**config.mk**
```make
export PLATFORM = sky130hd
export DESIGN_NAME = seg_display_decoder
export DESIGN_NICKNAME = d
export VERILOG_FILES = /design/src/rtl/seg_pkg.sv /design/src/rtl/seg7_to_bcd.sv /design/src/rtl/seg_display_decoder.sv
export SDC_FILE = /design/constraint.sdc
export NUM_CORES = 1
export LEC_CHECK = 0
export BUFFER_PORTS_ARGS = -buffer_cell sky130_fd_sc_hd__clkbuf_2
export CORE_MARGIN = 1.5
export CORE_UTILIZATION = 40
export CTS_CLUSTER_SIZE = 28
export DETAILED_ROUTE_END_ITERATION = 8
export SLEW_MARGIN = 0
export SYNTH_ARGS = -nofsm -noshare
export SYNTH_HDL_FRONTEND = slang
export SYNTH_HIERARCHICAL = 1
export SYNTH_SLANG_ARGS = --single-unit
```
**constraint.sdc**
```tcl
create_clock -name clk_50M -period 7.9 [get_ports clk_50M]
set_input_delay 0.79 -clock clk_50M [delete_from_list [all_inputs] [get_ports clk_50M]]
set_output_delay 0.79 -clock clk_50M [all_outputs]
set_load 0.02 [all_outputs]
```
**src/rtl/seg_pkg.sv**
```systemverilog
// ----------------------------------------------------------------------------
// seg_pkg
// Shared definitions for the timer_60s display readback path.
//   - Active-low seven-segment codes (bit6 = a ... bit0 = g) for digits 0..9
//     and the blank pattern.
//   - Decoded-digit markers for blank and undecodable codes.
//   - Bit positions inside the 3-bit error vector {tens>9, ge bad, xiao bad}.
//   - The sampled display bundle, the receiver FSM state type and a small
//     helper that turns a decoded digit into an ASCII character.
// ----------------------------------------------------------------------------
package seg_pkg;

    localparam logic [6:0] SEG_0     = 7'b0000001;
    localparam logic [6:0] SEG_1     = 7'b1001111;
    localparam logic [6:0] SEG_2     = 7'b0010010;
    localparam logic [6:0] SEG_3     = 7'b0000110;
    localparam logic [6:0] SEG_4     = 7'b1001100;
    localparam logic [6:0] SEG_5     = 7'b0100100;
    localparam logic [6:0] SEG_6     = 7'b0100000;
    localparam logic [6:0] SEG_7     = 7'b0001111;
    localparam logic [6:0] SEG_8     = 7'b0000000;
    localparam logic [6:0] SEG_9     = 7'b0000100;
    localparam logic [6:0] SEG_BLANK = 7'b1111111;

    localparam logic [3:0] BCD_BLANK = 4'hE;
    localparam logic [3:0] BCD_BAD   = 4'hF;

    localparam int ERR_TENS = 2;
    localparam int ERR_GE   = 1;
    localparam int ERR_XIAO = 0;

    // One complete display sample. Ordering matches {tens, ge, xiao, point, led}.
    typedef struct packed {
        logic [3:0] tens;
        logic [6:0] ge;
        logic [6:0] xiao;
        logic       point;
        logic       led;
    } disp_t;

    typedef enum logic {
        ST_TRACK = 1'b0,   // watching for the next qualified value
        ST_HOLD  = 1'b1    // record presented, waiting for the consumer
    } rx_state_e;

    // Decoded digit -> ASCII: 0..9 -> "0".."9", blank -> " ", anything else -> "?".
    function automatic logic [7:0] digit_to_ascii(input logic [3:0] d);
        if (d <= 4'd9) begin
            return 8'h30 | {4'h0, d};
        end else if (d == BCD_BLANK) begin
            return 8'h20;
        end else begin
            return 8'h3F;
        end
    endfunction

endpackage

```
**src/rtl/seg7_to_bcd.sv**
```systemverilog
// ----------------------------------------------------------------------------
// seg7_to_bcd
// Purely combinational decoder from an active-low seven-segment code to BCD.
//   i_seg      [6:0]  segment code, active-low, bit6 = a ... bit0 = g
//   o_bcd      [3:0]  0..9 for a digit, BCD_BLANK for all segments off,
//                     BCD_BAD for any other code
//   o_invalid         1 when the code is neither a digit nor blank
// ----------------------------------------------------------------------------
module seg7_to_bcd
    import seg_pkg::*;
(
    input  logic [6:0] i_seg,
    output logic [3:0] o_bcd,
    output logic       o_invalid
);

    always_comb begin
        o_bcd     = BCD_BAD;
        o_invalid = 1'b0;
        case (i_seg)
            SEG_0:     o_bcd = 4'd0;
            SEG_1:     o_bcd = 4'd1;
            SEG_2:     o_bcd = 4'd2;
            SEG_3:     o_bcd = 4'd3;
            SEG_4:     o_bcd = 4'd4;
            SEG_5:     o_bcd = 4'd5;
            SEG_6:     o_bcd = 4'd6;
            SEG_7:     o_bcd = 4'd7;
            SEG_8:     o_bcd = 4'd8;
            SEG_9:     o_bcd = 4'd9;
            SEG_BLANK: o_bcd = BCD_BLANK;
            default: begin
                o_bcd     = BCD_BAD;
                o_invalid = 1'b1;
            end
        endcase
    end

endmodule

```
**src/rtl/seg_display_decoder.sv**
```systemverilog
// ----------------------------------------------------------------------------
// seg_display_decoder
// Receive side of timer_60s: samples the display bundle, waits until it has
// been steady for STABLE_CYCLES samples, decodes it and emits one record per
// distinct steady value.
//
// Handshake: rec_valid rises with a complete record and the record stays
// frozen until a cycle with rec_valid && rec_ready; rec_ready is ignored
// while rec_valid is low.
//
// Parameters
//   STABLE_CYCLES  identical samples needed before a value qualifies (1..255)
//   CNT_W          stability counter width
// Ports
//   clk_50M, rst           clock, synchronous active-high reset
//   tens/out_ge/out_xiao   display digits (BCD / active-low segments)
//   point, led             decimal point mode, timer LED
//   rec_ready              consumer accepts the record
//   clr_ovr                clears the sticky overrun flag
//   rec_valid, rec_*       record outputs (digits, point, led, errors, tenths)
//   overrun                a value qualified while a record was still pending
//   rec_ascii              (only with SEG_DECODE_ASCII_EN) "T G . X" as ASCII
// Optional feature macro: SEG_DECODE_ASCII_EN
// ----------------------------------------------------------------------------
module seg_display_decoder
    import seg_pkg::*;
#(
    parameter int STABLE_CYCLES = 4,
    parameter int CNT_W         = 8
) (
    input  logic        clk_50M,
    input  logic        rst,
    input  logic [3:0]  tens,
    input  logic [6:0]  out_ge,
    input  logic [6:0]  out_xiao,
    input  logic        point,
    input  logic        led,
    input  logic        rec_ready,
    input  logic        clr_ovr,
    output logic        rec_valid,
    output logic [3:0]  rec_tens,
    output logic [3:0]  rec_ge,
    output logic [3:0]  rec_xiao,
    output logic        rec_point,
    output logic        rec_led,
    output logic [2:0]  rec_err,
    output logic [13:0] rec_tenths,
    output logic        overrun
`ifdef SEG_DECODE_ASCII_EN
    ,
    output logic [31:0] rec_ascii
`endif
);

    localparam logic [CNT_W-1:0] CNT_MAX = CNT_W'(STABLE_CYCLES - 1);

    // All-ones can never come from a legal display (tens would be 4'hF).
    localparam disp_t DISP_NONE = '1;

    rx_state_e      r_state;
    rx_state_e      w_next_state;

    disp_t          w_in;
    disp_t          r_smp;       // input register
    disp_t          r_prev;      // value whose stability r_cnt describes
    disp_t          r_last;      // last value turned into a record
    logic [CNT_W-1:0] r_cnt;

    logic [3:0]     r_tens;
    logic [3:0]     r_ge;
    logic [3:0]     r_xiao;
    logic           r_point;
    logic           r_led;
    logic [2:0]     r_err;
    logic [13:0]    r_tenths;
    logic           r_ovr;

    logic           w_same;
    logic           w_qualify;
    logic           w_load;
    logic           w_ovr_set;
    logic           w_rec_valid;

    logic [3:0]     w_ge_bcd;
    logic [3:0]     w_xiao_bcd;
    logic           w_ge_bad;
    logic           w_xiao_bad;
    logic [2:0]     w_err;
    logic           w_blank;
    logic [13:0]    w_base;
    logic [13:0]    w_tenths;

    assign w_in = {tens, out_ge, out_xiao, point, led};

    // r_cnt counts how many consecutive samples r_prev has repeated, so the
    // value that qualifies is always r_prev, never a fresh single sample.
    assign w_same      = (r_smp == r_prev);
    assign w_qualify   = (r_cnt == CNT_MAX) && (r_prev != r_last);
    assign w_rec_valid = (r_state == ST_HOLD);

    seg7_to_bcd u_dec_ge (
        .i_seg     (r_prev.ge),
        .o_bcd     (w_ge_bcd),
        .o_invalid (w_ge_bad)
    );

    seg7_to_bcd u_dec_xiao (
        .i_seg     (r_prev.xiao),
        .o_bcd     (w_xiao_bcd),
        .o_invalid (w_xiao_bad)
    );

    always_comb begin
        w_err           = 3'b000;
        w_err[ERR_TENS] = (r_prev.tens > 4'd9);
        w_err[ERR_GE]   = w_ge_bad;
        w_err[ERR_XIAO] = w_xiao_bad;
    end

    assign w_blank = (w_ge_bcd == BCD_BLANK) || (w_xiao_bcd == BCD_BLANK);

    // Wraps for undecodable digits, but those cases are forced to zero below.
    assign w_base = 14'(r_prev.tens) * 14'd100
                  + 14'(w_ge_bcd)    * 14'd10
                  + 14'(w_xiao_bcd);

    always_comb begin
        w_tenths = 14'd0;
        if (!(|w_err) && !w_blank) begin
            w_tenths = r_prev.point ? w_base : (w_base * 14'd10);
        end
    end

    // ---------------- FSM ----------------
    always_ff @(posedge clk_50M) begin
        if (rst) begin
            r_state <= ST_TRACK;
        end else begin
            r_state <= w_next_state;
        end
    end

    always_comb begin
        w_next_state = r_state;
        w_load       = 1'b0;
        w_ovr_set    = 1'b0;
        case (r_state)
            ST_TRACK: begin
                if (w_qualify) begin
                    w_load       = 1'b1;
                    w_next_state = ST_HOLD;
                end
            end
            ST_HOLD: begin
                // The newer value is not dropped: it stays stable in r_prev
                // and qualifies again once the pending record is taken.
                if (w_qualify) begin
                    w_ovr_set = 1'b1;
                end
                if (w_rec_valid && rec_ready) begin
                    w_next_state = ST_TRACK;
                end
            end
            default: begin
                w_next_state = ST_TRACK;
            end
        endcase
    end

    // ---------------- sampling, stability, record registers ----------------
    always_ff @(posedge clk_50M) begin
        if (rst) begin
            r_smp    <= DISP_NONE;
            r_prev   <= DISP_NONE;
            r_last   <= DISP_NONE;
            r_cnt    <= '0;
            r_tens   <= 4'd0;
            r_ge     <= 4'd0;
            r_xiao   <= 4'd0;
            r_point  <= 1'b0;
            r_led    <= 1'b0;
            r_err    <= 3'b000;
            r_tenths <= 14'd0;
            r_ovr    <= 1'b0;
        end else begin
            r_smp  <= w_in;
            r_prev <= r_smp;
            if (!w_same) begin
                r_cnt <= '0;
            end else if (r_cnt < CNT_MAX) begin
                r_cnt <= r_cnt + CNT_W'(1);
            end

            if (w_load) begin
                r_last   <= r_prev;
                r_tens   <= r_prev.tens;
                r_ge     <= w_ge_bcd;
                r_xiao   <= w_xiao_bcd;
                r_point  <= r_prev.point;
                r_led    <= r_prev.led;
                r_err    <= w_err;
                r_tenths <= w_tenths;
            end

            // A new overrun in the same cycle as clr_ovr wins.
            if (w_ovr_set) begin
                r_ovr <= 1'b1;
            end else if (clr_ovr) begin
                r_ovr <= 1'b0;
            end
        end
    end

`ifdef SEG_DECODE_ASCII_EN
    logic [31:0] r_ascii;
    logic [7:0]  w_tens_chr;

    assign w_tens_chr = (r_prev.tens > 4'd9) ? 8'h3F : digit_to_ascii(r_prev.tens);

    always_ff @(posedge clk_50M) begin
        if (rst) begin
            r_ascii <= 32'h20202020;
        end else if (w_load) begin
            r_ascii <= {w_tens_chr,
                        digit_to_ascii(w_ge_bcd),
                        (r_prev.point ? 8'h2E : 8'h20),
                        digit_to_ascii(w_xiao_bcd)};
        end
    end

    assign rec_ascii = r_ascii;
`endif

    assign rec_valid  = w_rec_valid;
    assign rec_tens   = r_tens;
    assign rec_ge     = r_ge;
    assign rec_xiao   = r_xiao;
    assign rec_point  = r_point;
    assign rec_led    = r_led;
    assign rec_err    = r_err;
    assign rec_tenths = r_tenths;
    assign overrun    = r_ovr;

endmodule

```
* Word level (Yosys, flattened, before mapping)
Cells that the tools add are included.
W data, S select, Z words.
** Storage, ports and cells
- Register bits :: 101
- Bits of input ports :: 24
- Word-level logic and storage cells :: 86
** Operators by class
- Add/sub/neg operators :: 3
- Multiply operators :: 3
- Order comparisons :: 2
- Eq/ne operators :: 25
- Multiplexer cells :: 13
- Bitwise operators :: 2
- Reductions and logical operators :: 13
** Operators by type and width (number)
- $pmux W4 S11 :: 2
- $eq A7 B7 Y1 const B :: 6
- $eq A7 B3 Y1 const B :: 4
- $eq A7 B6 Y1 const B :: 4
- $mux W14 :: 2
- $reduce_or A11 Y1 :: 2
- $eq A20 B20 Y1 :: 1
- $ne A20 B20 Y1 :: 1
- $eq A7 B1 Y1 const B :: 2
- $eq A7 B4 Y1 const B :: 2
- $eq A7 B5 Y1 const B :: 2
- $logic_not A7 Y1 :: 2
- $add A12 B4 Y13 :: 1
- $mul A13 B3 Y13 const B :: 1
- $add A11 B8 Y12 :: 1
- $mul A4 B5 Y9 const B :: 1
- $add A8 B1 Y8 const B :: 1
- $eq A4 B4 Y1 const B :: 2
- $eq A8 B2 Y1 const B :: 1
- $lt A8 B2 Y1 const B :: 1
- $mux W1 :: 8
- $mul A4 B3 Y7 const B :: 1
- $gt A4 B4 Y1 const B :: 1
- $logic_and A1 B1 Y1 :: 3
- 7 further kinds :: 9

* Longest topological paths before layout
Gate-level depths: netlist of run 1.
- Depth in word-level cells :: 8
- Gate-level depth with buffers :: 24
- Depth with buffers taken out :: 23

* Cells and area by module
The synthesis of run 1 kept the hierarchy.
** Modules (own cells, without submodules)
- seg_display_decoder :: instances 1, cells an instance 536, area each 5117.4 µm²
- seg7_to_bcd :: instances 2, cells an instance 45, area each 304.0 µm²

* Worst setup path after synthesis of run 1
No wires, ideal clock.
- Kind :: reg2reg
- From :: register r_prev[9] (netlist name)
- To :: register r_tenths[13] (netlist: rec_tenths[13])
- Setup time :: 0.116 ns
- Arrival time :: 5.054 ns
- Required time :: 7.784 ns
- Slack :: 2.730 ns
- Stages on the path, launching flop included :: 24
- Period minus slack after synthesis :: 5.170 ns
- Path through :: dfxtp_1 > buf_6 > and3b_2 > and3_1 > a21oi_1 > o311ai_1 > ha_1 > ha_1 > fa_1 > xor2_1 > ha_1 > ha_1 > o21a_1 > o31a_1 > a21oi_1 > ha_1 > ha_1 > o21ai_0 > o21bai_1 > a21oi_1 > o21a_1 > o21ai_0 > xor2_1 > a41o_1
** On the way
- Cells in the longest elaborated chain, start to end :: 8
** Ends and longest elaborated chain
- start, declared :: RTL line seg_display_decoder.sv:65 : disp_t r_prev;
- start signal, assigned :: RTL line seg_display_decoder.sv:187 : r_prev <= r_smp;
- $eq A7 B7 Y1, or another cell as far along :: RTL line seg7_to_bcd.sv:20 : case (i_seg)
- $pmux W4 S11 * :: RTL line seg7_to_bcd.sv:20
- via w_ge_bcd[1] :: RTL line seg_display_decoder.sv:84 : logic [3:0] w_ge_bcd;
- $mul A4 B3 Y7 :: RTL line seg_display_decoder.sv:124 : + 14'(w_ge_bcd) * 14'd10
- $add A11 B8 Y12 :: RTL line seg_display_decoder.sv:124
- $add A12 B4 Y13 :: RTL line seg_display_decoder.sv:125 : + 14'(w_xiao_bcd);
- $mul A13 B3 Y13 :: RTL line seg_display_decoder.sv:130 : w_tenths = r_prev.point ? w_base : (w_base * 14'd10);
- $mux W14 :: RTL line seg_display_decoder.sv:130
- $mux W14 * :: RTL line seg_display_decoder.sv:129 : if (!(|w_err) && !w_blank) begin
- end signal, assigned :: RTL line seg_display_decoder.sv:202 : r_tenths <= w_tenths;
- end, declared :: RTL line seg_display_decoder.sv:75 : logic [13:0] r_tenths;
The timed path passes the listed nets; every way through them passes the cells marked *.
A chain may end at the register's enable or synchronous reset.

* Worst setup path in the final report of run 1
- From :: register r_prev[10] (netlist name)
- To :: register r_tenths[13] (netlist: rec_tenths[13])
Same word-level chain as after synthesis.

==> qor.json, run 1 <==
{
  "timing.hold.worst.start": {"value": "rec_tens[1]"},
  "clock_sinks": {"value": 101},
  "p_comb_share": {"value": 33.7, "unit": "%"},
  "rsz0062_at_grt": {"value": "false"},
  "arrival": {"value": 6.24, "unit": "ns"},
  "critical_path_start_end_classification": {"value": "reg -> reg"},
  "detailedPlacementHpwl": {"value": 9.40, "unit": "mm"},
  "post_synth_inst_count": {"value": 626},
  "postSynth.topFlopCell": {"value": "sky130_fd_sc_hd__dfxtp_1"},
  "synth_top_cells_by_count": {"value": "sky130_fd_sc_hd__dfxtp_1, sky130_fd_sc_hd__nand2_1, sky130_fd_sc_hd__a21oi_1, sky130_fd_sc_hd__ha_1, sky130_fd_sc_hd__or2_2"},
  "whs": {"value": 0.459, "unit": "ns"},
  "ctsHoldBuffers": {"value": 0},
  "clock_latency": {"value": 0.36, "unit": "ns"},
  "fillers": {"value": 1379},
  "post_synth_instance_area": {"value": 0.00573, "unit": "mm²"},
  "syn_area_per_cell": {"value": 9.15, "unit": "µm²"},
  "cp_max_fo": {"value": 17},
  "yosysSeqAreaShare": {"value": 35.3, "unit": "%"},
  "critical_path.startpoint_type": {"value": "flip-flop"},
  "rows": {"value": 43},
  "timing_hold_violations_final": {"value": 0},
  "critPathSlowestCell": {"value": "sky130_fd_sc_hd__dfxtp_1"},
  "tritoncts.num_buffers": {"value": 9},
  "drive_gt1_share": {"value": 21.6, "unit": "%"},
  "synthDominantAreaCellType": {"value": "sky130_fd_sc_hd__dfxtp_1"},
  "grt_pass1_vias": {"value": 4203},
  "status": {"value": "complete, no violations"},
  "yosys_synthesis_warning_count": {"value": 6},
  "power_density": {"value": 233, "unit": "mW/mm²"},
  "cts.root.buffer_cell": {"value": "sky130_fd_sc_hd__clkbuf_16"},
  "drt-pass1-iter-count": {"value": 4},
  "boundaryPins": {"value": 57},
  "chipHeight": {"value": 123, "unit": "µm"},
  "r2r-end": {"value": "rec_tenths[13]"},
  "gpl.final_weighted_congestion": {"value": 0.832},
  "cts_setup_buffers": {"value": 0},
  "setup_tns": {"value": 0, "unit": "ns"},
  "timing_max_transition_violations_final": {"value": 0},
  "fmax": {"value": 167, "unit": "MHz"},
  "cts_tree": {"value": "yes"},
  "number_of_antenna_violating_nets_in_the_routed_design": {"value": 0},
  "cts_resized": {"value": 0},
  "share_of_synthesized_flip_flops_with_an_asynchronous_set_or_reset": {"value": 0, "unit": "%"},
  "globalRoute.totalOverflow": {"value": 0},
  "clk_slew_on_worst_s_h_paths": {"value": 0.08, "unit": "ns"},
  "drc": {"value": 0},
  "die_width": {"value": 123, "unit": "µm"},
  "fin_util": {"value": 45.7, "unit": "%"},
  "pin_count_of_the_biggest_net_entering_global_routing": {"value": 81},
  "worst_r2r_startpoint": {"value": "r_prev[10]"},
  "p_seq_share": {"value": 36.2, "unit": "%"},
  "diodes": {"value": 0},
  "ir_worst_vdd": {"value": 0.131, "unit": "mV"},
  "synth.lib_cells_used.distinct": {"value": 60},
  "ctsHtreeMaxLevel": {"value": 3},
  "die_area": {"value": 0.0150, "unit": "mm²"},
  "placement.io_buffers": {"value": 56},
  "delay_of_the_slowest_cell_on_the_worst_path": {"value": 0.68, "unit": "ns"},
  "synthMostInstantiatedCell": {"value": "sky130_fd_sc_hd__dfxtp_1"},
  "wl_per_cell": {"value": 14.9, "unit": "µm"},
  "grt_first_pass_wirelength": {"value": 20.8, "unit": "mm"},
  "area.growth.synth_to_final": {"value": 11.2, "unit": "%"},
  "timing.final.setup_violations": {"value": 0},
  "globalRouteTotalUtil": {"value": 18.0, "unit": "%"},
  "synth.net_count": {"value": 702},
  "yosys_register_bits": {"value": 101},
  "vias_per_cell": {"value": 5.14},
  "finish.net_count": {"value": 741},
  "switching_share": {"value": 34.3, "unit": "%"},
  "hp-class": {"value": "reg -> reg"},
  "timing.slew.headroom": {"value": 37.6, "unit": "%"},
  "hold_path_end": {"value": "rec_tens[1]"},
  "worst_path_most_repeated_cell": {"value": "sky130_fd_sc_hd__ha_1"},
  "finalWorstPathRequiredPeriod": {"value": 5.99, "unit": "ns"},
  "cp_data_required_time": {"value": 8.14, "unit": "ns"},
  "timing.hold.worst_path_depth": {"value": 2},
  "drv.max_cap_violation_count": {"value": 0},
  "worst_clock_skew": {"value": 0.00976, "unit": "ns"},
  "initial_antenna_violation_count": {"value": 0},
  "synth.top_cells.by_area": {"value": "sky130_fd_sc_hd__dfxtp_1, sky130_fd_sc_hd__ha_1, sky130_fd_sc_hd__a21oi_1"},
  "power.static_leakage": {"value": 2.58, "unit": "nW"},
  "cts.path.max_buffers": {"value": 2},
  "ff2ff_path_depth": {"value": 22},
  "critical_path.cell_chain": {"value": "and3b_2 -> and3_1 -> a21oi_1 -> o311ai_1 -> ha_1 -> ha_1 -> fa_1 -> xor2_1 -> ha_1 -> ha_1 -> o21a_1 -> o31a_1 -> a21oi_1 -> ha_1 -> ha_1 -> o21ai_0 -> o21bai_1 -> a21oi_1 -> o21a_1 -> o21ai_0 -> xor2_1 -> a41o_1"},
  "route.final.wire_length": {"value": 12.7, "unit": "mm"},
  "drt_iter0_drc": {"value": 222},
  "synth-edff-count": {"value": 0},
  "synthDominantCellAreaShare": {"value": 35.3, "unit": "%"},
  "via_count": {"value": 4365},
  "core_region_area": {"value": 0.0139, "unit": "mm²"},
  "net-switching-power": {"value": 0.510, "unit": "mW"},
  "cellInternalPower": {"value": 0.975, "unit": "mW"},
  "r2r_slack": {"value": 1.91, "unit": "ns"},
  "fin_crit_sh": {"value": 75.9, "unit": "%"},
  "pwr-share-clk": {"value": 30.1, "unit": "%"},
  "worst_pin_slew": {"value": 0.934, "unit": "ns"},
  "endpoint_kind": {"value": "flip-flop"},
  "initial_core_utilization": {"value": 41.1, "unit": "%"}
}
==> metrics by stage <==
stage / setup slack [ns] / total power [mW] / cells / cell area, µm²
5_1_grt: 1.46 / 1.59 / 850 / 6370
2_1_floorplan: 2.73 / 0.946 / 626 / 5730
6_report: 1.91 / 1.48 / 850 / 6370
3_3_place_gp: 2.22 / 1.04 / 834 / 6060
4_1_cts: 1.93 / 1.50 / 850 / 6370
3_5_place_dp: 1.99 / 1.04 / 834 / 6060
==> cell type report <==
cell class	instances	area [µm²]	area share, %
inverter	26	97.6	1.53
tap	180	225	3.54
clock buffer	9	225	3.54
multi-input combinational	468	3420	53.6
sequential	101	2020	31.8
timing repair buffer	59	303	4.76
clock inverter	7	78.8	1.24
==> per-layer routing <==
metal | vias up | GRT usage, % | wire (µm)
met2 | 81 | 27.4 | 5710
li1 | 2232 | - | -
met4 | 0 | 6.98 | 212
met5 | - | 0 | 0
met3 | 14 | 4.04 | 626
met1 | 2038 | 24.6 | 6160
==> worst max path at each step <==
| stage | slack [ns] | cells after the start | endpoint | start |
|---|---|---|---|---|
| after floorplan | 2.73 | 23 | rec_tenths[13] | r_prev[9] |
| after global placement | 2.22 | 22 | rec_tenths[11] | r_prev[10] |
| after detailed placement | 1.99 | 22 | rec_tenths[13] | r_prev[10] |
| after CTS | 1.93 | 22 | rec_tenths[13] | r_prev[10] |
| after global routing | 1.46 | 22 | rec_tenths[13] | r_prev[10] |
| final | 1.91 | 22 | rec_tenths[13] | r_prev[10] |
==> placed cells by master (no fill, tap or decap), drive strengths merged, types with 3 or more instances in the layout <==
| cell | n |
|---|---|
| a211oi | 7 |
| a21o | 3 |
| a21oi | 54 |
| a32oi | 3 |
| and2 | 7 |
| and3 | 6 |
| buf | 3 |
| clkbuf | 65 |
| clkinv | 3 |
| dfxtp | 101 |
| fa | 6 |
| ha | 46 |
| inv | 28 |
| mux2i | 25 |
| nand2 | 65 |
| nand2b | 4 |
| nand3 | 9 |
| nand4 | 8 |
| nand4b | 3 |
| nor2 | 34 |
| nor2b | 9 |
| nor3 | 12 |
| nor4 | 10 |
| o21a | 7 |
| o21ai | 14 |
| o32ai | 5 |
| or2 | 43 |
| or3 | 4 |
| xnor2 | 28 |
| xor2 | 30 |
==> cells by family after synthesis <==
| family | share of synthesized area (%) |
|---|---|
| compound gates | 12.5 |
| xor+xnor | 9.00 |
| fa+ha+maj | 12.2 |
| buf+inv | 5.03 |
| flops | 35.3 |
| mux | 4.57 |
| simple gates | 21.4 |
==> flip-flops by register name, summed over array words and instances (netlist names), 3 cells and up <==
name	flops
r_last	20
r_prev	20
r_smp	20
rec_tenths	14
r_cnt	8
rec_ge	4
rec_tens	4
rec_xiao	4
rec_err	3
==> critical path, delay by kind of cell, from the launching register on <==
family	cells	cell delay, ns
flops	1	0.68
xor+xnor	2	0.32
fa+ha+maj	7	2.25
simple gates	2	0.47
compound gates	11	2.17
==> power by group through the flow <==
stage / Combinational, mW / Clock, mW / Sequential, mW
3_5_place_dp: 0.489 / 0 / 0.550
5_1_grt: 0.571 / 0.479 / 0.540
3_3_place_gp: 0.492 / 0 / 0.549
6_report: 0.500 / 0.447 / 0.538
2_1_floorplan: 0.407 / 0 / 0.539
4_1_cts: 0.498 / 0.460 / 0.538
Power figures use the tool's default switching activity.
==> run 2, diff against run 1 <==
--- a/config.mk
+++ b/config.mk
@@ -5,6 +5,7 @@
 export SDC_FILE = /design/constraint.sdc
 export NUM_CORES = 1
 export LEC_CHECK = 0
+export ABC_AREA = 1
 export BUFFER_PORTS_ARGS = -buffer_cell sky130_fd_sc_hd__clkbuf_2
 export CORE_MARGIN = 1.5
 export CORE_UTILIZATION = 40
==> constraint.sdc (replaced) <==
create_clock -name clk_50M -period 5.3 [get_ports clk_50M]
set_input_delay 0.53 -clock clk_50M [delete_from_list [all_inputs] [get_ports clk_50M]]
set_output_delay 0.53 -clock clk_50M [all_outputs]
set_load 0.02 [all_outputs]
==> qor.json, run 2 <==
{
  "status": {"value": "complete, no violations"},
  "ctsHoldBuffers": {"value": 0, "change": "unchanged"},
  "worst_path_most_repeated_cell": {"value": "sky130_fd_sc_hd__nand2_1"},
  "synthDominantCellAreaShare": {"value": 34.4, "unit": "%", "change": "-0.87 points"},
  "ir_worst_vdd": {"value": 0.367, "unit": "mV", "change": "+180%"},
  "final_cell_mix": {"value": "sky130_fd_sc_hd__nand2_1, sky130_fd_sc_hd__inv_1, sky130_fd_sc_hd__dfxtp_1"},
  "power.static_leakage": {"value": 3.66, "unit": "nW", "change": "+42%"},
  "boundaryPins": {"value": 57, "change": "unchanged"},
  "r2r_slack": {"value": 0.24, "unit": "ns", "change": "-1.66 ns"},
  "share_of_synthesized_flip_flops_with_an_asynchronous_set_or_reset": {"value": 0, "unit": "%", "change": "unchanged"},
  "synth_compound_area_share": {"value": 9.25, "unit": "%", "change": "-3.3 points"},
  "timing_hold_violations_final": {"value": 0, "change": "unchanged"},
  "post_synth_instance_area": {"value": 0.00587, "unit": "mm²", "change": "+2.5%"},
  "detailedPlacementHpwl": {"value": 10.4, "unit": "mm", "change": "+10%"},
  "initial_core_utilization": {"value": 40.7, "unit": "%", "change": "-0.39 points"},
  "route.final.wire_length": {"value": 13.8, "unit": "mm", "change": "+8.4%"},
  "pin_count_of_the_biggest_net_entering_global_routing": {"value": 51, "change": "-37%"},
  "synthMostInstantiatedCell": {"value": "sky130_fd_sc_hd__nand2_1"},
  "placement.io_buffers": {"value": 56, "change": "unchanged"},
  "worst_r2r_startpoint": {"value": "r_prev[11]"},
  "ff2ff_path_depth": {"value": 34, "change": "+55%"},
  "yosys_register_bits": {"value": 101, "change": "unchanged"},
  "postSynth.topFlopCell": {"value": "sky130_fd_sc_hd__dfxtp_1"},
  "critical_path_start_end_classification": {"value": "reg -> reg"},
  "drv.max_cap_violation_count": {"value": 0, "change": "unchanged"},
  "timing.critical_path.to": {"value": "rec_tenths[12]"},
  "post_synth_inst_count": {"value": 835, "change": "+33%"},
  "cp_max_fo": {"value": 6, "change": "-11"},
  "wl_per_cell": {"value": 12.7, "unit": "µm", "change": "-15%"},
  "synth.top_cells.by_area": {"value": "sky130_fd_sc_hd__dfxtp_1, sky130_fd_sc_hd__nand2_1, sky130_fd_sc_hd__ha_1"},
  "number_of_antenna_violating_nets_in_the_routed_design": {"value": 0, "change": "unchanged"},
  "timing.slew.headroom": {"value": 34.3, "unit": "%", "change": "-3.4 points"},
  "critPathSlowestCell": {"value": "sky130_fd_sc_hd__dfxtp_4"},
  "die_area": {"value": 0.0154, "unit": "mm²", "change": "+2.5%"},
  "yosysSeqAreaShare": {"value": 34.4, "unit": "%", "change": "-0.87 points"},
  "grt_pass1_vias": {"value": 4647, "change": "+11%"},
  "post_synth_xor_area_fraction": {"value": 3.28, "unit": "%", "change": "-5.7 points"},
  "endpoint_kind": {"value": "flip-flop"},
  "via_count": {"value": 5173, "change": "+19%"},
  "drt_iter0_drc": {"value": 303, "change": "+36%"},
  "core_region_area": {"value": 0.0144, "unit": "mm²", "change": "+3.5%"},
  "worst_clock_skew": {"value": 0.00834, "unit": "ns", "change": "-0.00142 ns"},
  "die_width": {"value": 124, "unit": "µm", "change": "+1.2%"},
  "initial_antenna_violation_count": {"value": 0, "change": "unchanged"},
  "clock_sinks": {"value": 101, "change": "unchanged"},
  "globalRoute.totalOverflow": {"value": 0, "change": "unchanged"},
  "clock_latency": {"value": 0.36, "unit": "ns", "change": "about the same"},
  "diodes": {"value": 0, "change": "unchanged"},
  "layout_commonest_cell": {"value": "sky130_fd_sc_hd__nand2_1"},
  "synth.lib_cells_used.distinct": {"value": 32, "change": "-47%"},
  "gpl.final_weighted_congestion": {"value": 0.918, "change": "+10%"},
  "fmax": {"value": 198, "unit": "MHz", "change": "+19%"},
  "drive_gt1_share": {"value": 18.5, "unit": "%", "change": "-3.2 points"},
  "yosys_synthesis_warning_count": {"value": 6, "change": "unchanged"},
  "postPlaceCellArea": {"value": 0.00635, "unit": "mm²", "change": "+4.7%"},
  "chipHeight": {"value": 124, "unit": "µm", "change": "+1.2%"},
  "finish.net_count": {"value": 969, "change": "+31%"},
  "area_share_of_and_or_nand_nor_cells_after_synthesis": {"value": 32.0, "unit": "%", "change": "+11 points"},
  "largest_registers_ranked_by_flip_flop_count": {"value": "r_last: 20 flops, r_prev: 20 flops, r_smp: 20 flops"},
  "cts.path.max_buffers": {"value": 2, "change": "unchanged"},
  "drt-pass1-iter-count": {"value": 5, "change": "+1"},
  "post-route-cell-area": {"value": 0.00678, "unit": "mm²", "change": "+6.5%"},
  "synthDominantAreaCellType": {"value": "sky130_fd_sc_hd__dfxtp_1"},
  "timing.critical_path.from": {"value": "r_prev[11]"},
  "globalRouteTotalUtil": {"value": 18.5, "unit": "%", "change": "+0.54 points"},
  "finalWorstPathRequiredPeriod": {"value": 5.06, "unit": "ns", "change": "-0.937 ns"},
  "timing.final.setup_violations": {"value": 0, "change": "unchanged"},
  "r2r-end": {"value": "rec_tenths[12]"},
  "vias_per_cell": {"value": 4.78, "change": "-6.9%"},
  "synth.net_count": {"value": 911, "change": "+30%"},
  "rows": {"value": 44, "change": "+2.3%"},
  "worst_pin_slew": {"value": 0.982, "unit": "ns", "change": "+0.0480 ns"},
  "finalNonFillerCells": {"value": 1082, "change": "+27%"},
  "grt_first_pass_wirelength": {"value": 21.9, "unit": "mm", "change": "+5.4%"},
  "synth_top_cells_by_count": {"value": "sky130_fd_sc_hd__nand2_1, sky130_fd_sc_hd__inv_1, sky130_fd_sc_hd__dfxtp_1, sky130_fd_sc_hd__nor2_1, sky130_fd_sc_hd__ha_1"},
  "cts.root.buffer_cell": {"value": "sky130_fd_sc_hd__clkbuf_16"},
  "timing.hold.worst.start": {"value": "out_ge[6]"},
  "critical_path.startpoint_type": {"value": "flip-flop"},
  "synth_top_family_by_area": {"value": "simple AND/OR/NAND/NOR gates"},
  "ctsHtreeMaxLevel": {"value": 3, "change": "unchanged"},
  "arrival": {"value": 5.28, "unit": "ns", "change": "-0.96 ns"},
  "syn_area_per_cell": {"value": 7.03, "unit": "µm²", "change": "-23%"},
  "dpl.cell_count": {"value": 1064, "change": "+28%"},
  "synth-edff-count": {"value": 0, "change": "unchanged"},
  "synth.mux.area_fraction": {"value": 0, "unit": "%", "change": "-4.6 points"},
  "rsz0062_at_grt": {"value": "true"},
  "cts_tree": {"value": "yes"},
  "area.growth.synth_to_final": {"value": 15.6, "unit": "%"},
  "clk_slew_on_worst_s_h_paths": {"value": 0.08, "unit": "ns", "change": "about the same"},
  "power_density": {"value": 537, "unit": "mW/mm²", "change": "+130%"},
  "drc": {"value": 0, "change": "unchanged"},
  "fin_crit_sh": {"value": 95.4, "unit": "%", "change": "+20 points"},
  "whs": {"value": 0.345, "unit": "ns", "change": "-0.114 ns"},
  "timing_max_transition_violations_final": {"value": 0, "change": "unchanged"},
  "tritoncts.num_buffers": {"value": 9, "change": "unchanged"},
  "hp-class": {"value": "in -> reg"},
  "delay_of_the_slowest_cell_on_the_worst_path": {"value": 0.37, "unit": "ns", "change": "-0.31 ns"},
  "yosys.area_share.adder": {"value": 11.8, "unit": "%", "change": "-0.30 points"},
  "cp_data_required_time": {"value": 5.53, "unit": "ns", "change": "-2.61 ns"}
}
==> run 2: worst min path at each step <==
stage / endpoint / slack, ns / cells past startpoint
after floorplan: r_prev[19] / 0.40 / 2
after global placement: r_cnt[5] / 0.43 / 2
after detailed placement: r_prev[19] / 0.43 / 2
after CTS: r_smp[15] / 0.34 / 2
after global routing: r_smp[14] / 0.35 / 2
final: r_smp[15] / 0.34 / 2
==> run 2: layout make-up <==
cell class              count  area, µm²
flip-flops and latches    101       2040
clock inverters             7       70.1
clock buffers               9        225
well taps                 184        230
multi-input cells         596       3420
inverters                 119        447
fillers                  1496       7640
repair buffers             66        355
==> run 2: timing repair <==
item                                    in CTS  in global routing
endpoints found under the setup margin       0                  5
gates resized for setup                      0                 29
setup buffers                                0                  2
endpoints found under the hold margin        0                  0
==> run 2: stage by stage <==
stage                     utilization [%]  setup WS, ns  total power [mW]  TNS [ns]
after floorplan                         -         0.442              2.36         0
after global placement               44.0       0.00842              2.76         0
after detailed placement             44.0        0.0466              2.74         0
after CTS                            46.1        0.0108              3.42         0
after global routing                 47.0       -0.0712              3.98   -0.0948
final                                47.0         0.243              3.64         0
==> run 2: routing by layer <==
layer,wire (µm),track usage [%]
met4,233,6.39
met2,6210,30.9
met5,0,0
met3,539,2.84
met1,6780,24.3
==> run 2: cell families after synthesis <==
logic type                 count (synthesis)
and+or+nand+nor                          428
buffers and inverters                    138
DFF                                      101
AOI/OAI and AO/OA                         94
adders and majority gates                 52
xor gates and xnor gates                  22
==> run 2: power breakdown <==
part / switching (mW) / leakage (nW) / internal, mW
combinational: 1.29 / 2.69 / 0.915
sequential: 0.0173 / 0.823 / 0.772
clock: 0.323 / 0.147 / 0.332
==> run 2: worst max-delay path: cells and delay by family, from the launching register on <==
kind                     cells  cell delay, ns
buffers and inverters        3            0.17
XOR/XNOR                     1            0.15
AND/OR/NAND/NOR             20            1.91
flip-flops                   1            0.37
adder cells (fa/ha/maj)      7            2.05
AO/OA/AOI/OAI                3            0.28
==> run 3, diff against run 2 <==
==> constraint.sdc (replaced) <==
create_clock -name clk_50M -period 4.77 [get_ports clk_50M]
set_input_delay 0.477 -clock clk_50M [delete_from_list [all_inputs] [get_ports clk_50M]]
set_output_delay 0.477 -clock clk_50M [all_outputs]
set_load 0.02 [all_outputs]
==> qor.json, run 3 (synthesis gave the netlist of run 2 again) <==
{
  "fin_crit_sh": {"value": 97.4, "unit": "%", "change": "+2.0 points"},
  "arrival": {"value": 4.91, "unit": "ns", "change": "-0.37 ns"},
  "power.static_leakage": {"value": 4.01, "unit": "nW", "change": "+9.5%"},
  "timing.slew.headroom": {"value": 36.7, "unit": "%", "change": "+2.4 points"},
  "via_count": {"value": 5491, "change": "+6.1%"},
  "gpl.final_weighted_congestion": {"value": 0.892, "change": "-2.9%"},
  "power_density": {"value": 792, "unit": "mW/mm²", "change": "+47%"},
  "clk_slew_on_worst_s_h_paths": {"value": 0.07, "unit": "ns", "change": "about the same"},
  "worst_pin_slew": {"value": 0.949, "unit": "ns", "change": "-0.0328 ns"},
  "gate_family_responsible_for_the_most_delay_along_the_worst_path": {"value": "adder cells"},
  "ff2ff_path_depth": {"value": 30, "change": "-12%"},
  "initial_core_utilization": {"value": 40.7, "unit": "%", "change": "unchanged"},
  "finalNonFillerCells": {"value": 1131, "change": "+4.5%"},
  "vias_per_cell": {"value": 4.85, "change": "+1.5%"},
  "fmax": {"value": 215, "unit": "MHz", "change": "+8.9%"},
  "rows": {"value": 44, "change": "unchanged"},
  "setup_tns": {"value": 0, "unit": "ns", "change": "unchanged"},
  "largest_registers_ranked_by_flip_flop_count": {"value": "r_last: 20 flops, r_prev: 20 flops, r_smp: 20 flops"},
  "cp_data_required_time": {"value": 5.03, "unit": "ns", "change": "-0.50 ns"},
  "dpl.cell_count": {"value": 1103, "change": "+3.7%"},
  "ctsHtreeMaxLevel": {"value": 3, "change": "unchanged"},
  "tritoncts.num_buffers": {"value": 9, "change": "unchanged"},
  "cts.root.buffer_cell": {"value": "sky130_fd_sc_hd__clkbuf_16"},
  "finish.net_count": {"value": 1018, "change": "+5.1%"},
  "clock_sinks": {"value": 101, "change": "unchanged"},
  "timing.final.setup_violations": {"value": 0, "change": "unchanged"},
  "status": {"value": "complete, no violations"},
  "detailedPlacementHpwl": {"value": 10.8, "unit": "mm", "change": "+4.4%"},
  "ctsHoldBuffers": {"value": 0, "change": "unchanged"},
  "critical_path.startpoint_type": {"value": "flip-flop"},
  "critical_path_start_end_classification": {"value": "reg -> reg"},
  "timing_max_transition_violations_final": {"value": 0, "change": "unchanged"},
  "globalRouteTotalUtil": {"value": 19.5, "unit": "%", "change": "+0.96 points"},
  "boundaryPins": {"value": 57, "change": "unchanged"},
  "worst_path_most_repeated_cell": {"value": "sky130_fd_sc_hd__ha_4"},
  "die_width": {"value": 124, "unit": "µm", "change": "unchanged"},
  "worst_path_depth": {"value": 30, "change": "-12%"},
  "clock_latency": {"value": 0.36, "unit": "ns", "change": "about the same"},
  "finalWorstPathRequiredPeriod": {"value": 4.64, "unit": "ns", "change": "-0.412 ns"},
  "endpoint_kind": {"value": "flip-flop"},
  "grt_pass1_vias": {"value": 4921, "change": "+5.9%"},
  "postPlaceCellArea": {"value": 0.00665, "unit": "mm²", "change": "+4.8%"},
  "whs": {"value": 0.295, "unit": "ns", "change": "-0.0500 ns"},
  "drt_iter0_drc": {"value": 281, "change": "-7.3%"},
  "placement.io_buffers": {"value": 56, "change": "unchanged"},
  "fillers": {"value": 1383, "change": "-7.6%"},
  "chipHeight": {"value": 124, "unit": "µm", "change": "unchanged"},
  "cts_tree": {"value": "yes"},
  "initial_antenna_violation_count": {"value": 0, "change": "unchanged"},
  "area.growth.synth_to_final": {"value": 30.0, "unit": "%"},
  "hp-class": {"value": "in -> reg"},
  "route.final.wire_length": {"value": 14.9, "unit": "mm", "change": "+8.6%"},
  "number_of_antenna_violating_nets_in_the_routed_design": {"value": 0, "change": "unchanged"},
  "post-route-cell-area": {"value": 0.00763, "unit": "mm²", "change": "+12%"},
  "drive_gt1_share": {"value": 31.8, "unit": "%", "change": "+13 points"},
  "drv.max_cap_violation_count": {"value": 0, "change": "unchanged"},
  "worst_clock_skew": {"value": 0.0112, "unit": "ns", "change": "+0.00283 ns"},
  "critPathSlowestCell": {"value": "sky130_fd_sc_hd__fa_2"},
  "die_area": {"value": 0.0154, "unit": "mm²", "change": "unchanged"},
  "cp_max_fo": {"value": 4, "change": "-2"},
  "timing_hold_violations_final": {"value": 0, "change": "unchanged"},
  "core_region_area": {"value": 0.0144, "unit": "mm²", "change": "unchanged"},
  "rsz0062_at_grt": {"value": "true"},
  "fin_util": {"value": 52.9, "unit": "%", "change": "+5.9 points"},
  "wl_per_cell": {"value": 13.2, "unit": "µm", "change": "+3.9%"},
  "cts.path.max_buffers": {"value": 2, "change": "unchanged"},
  "drt-pass1-iter-count": {"value": 5, "change": "unchanged"},
  "cp_num_buf_inv": {"value": 5, "change": "+2"},
  "final_cell_mix": {"value": "sky130_fd_sc_hd__nand2_1, sky130_fd_sc_hd__inv_1, sky130_fd_sc_hd__dfxtp_1"},
  "layout_commonest_cell": {"value": "sky130_fd_sc_hd__nand2_1"},
  "globalRoute.totalOverflow": {"value": 0, "change": "unchanged"},
  "pin_count_of_the_biggest_net_entering_global_routing": {"value": 51, "change": "unchanged"},
  "delay_of_the_slowest_cell_on_the_worst_path": {"value": 0.55, "unit": "ns", "change": "+0.18 ns"},
  "diodes": {"value": 0, "change": "unchanged"},
  "timing.hold.worst_path_depth": {"value": 2, "change": "unchanged"},
  "ir_worst_vdd": {"value": 0.844, "unit": "mV", "change": "+130%"},
  "drc": {"value": 0, "change": "unchanged"},
  "grt_first_pass_wirelength": {"value": 23.3, "unit": "mm", "change": "+6.3%"}
}
-- run 3: through the flow --
step / power, mW / worst slack [ns]
5_1_grt: 6.41 / -0.0949
3_5_place_dp: 3.55 / -0.257
6_report: 6.04 / 0.126
2_1_floorplan: 2.62 / 0.00456
3_3_place_gp: 3.55 / -0.213
4_1_cts: 4.84 / 0.00302
-- run 3: layout make-up --
type	count	area, µm²	share of cell area [%]
Multi-Input combinational cell	596	3850	50.5
Sequential cell	101	2040	26.7
Timing Repair Buffer	115	743	9.74
Inverter	119	452	5.92
Clock buffer	10	239	3.13
Tap cell	184	230	3.02
Clock inverter	6	77.6	1.02
-- run 3: timing repair --
| action | 4_1_cts | 5_1_grt |
|---|---|---|
| gates resized for setup | 38 | 97 |
| buffers inserted | 6 | 6 |
| endpoints found under the setup margin | 6 | 7 |
| pin swaps | 15 | 52 |
-- run 3: where the power goes --
part           switching (mW)  total (mW)  internal [mW]  leakage (nW)
Combinational            2.21        4.39           2.17          3.03
Sequential             0.0164       0.875          0.858         0.822
Clock                   0.351       0.782          0.431         0.157
Total                    2.58        6.04           3.46          4.01
-- run 3: layer usage --
layer  GRT usage [%]  wire length (µm)  share of wire [%]  up-vias
met3            3.21               570                3.8       25
li1                -                 -                  -     2851
met1            25.1              7050                 47     2500
met4            7.10               275                1.8        0
met2            32.7              7050                 47      115
met5               0                 0                  0        -
-- run 3: worst paths after layout --
| path | to | startpoint | slack [ns] |
|---|---|---|---|
| worst max register to register | rec_tenths[9] | r_prev[12] | 0.13 |
| worst min-delay path | r_smp[9] | out_ge[0] | 0.29 |
| worst max-delay path | rec_tenths[9] | r_prev[12] | 0.13 |
| worst min register to register | r_cnt[7] | r_cnt[7] | 0.44 |
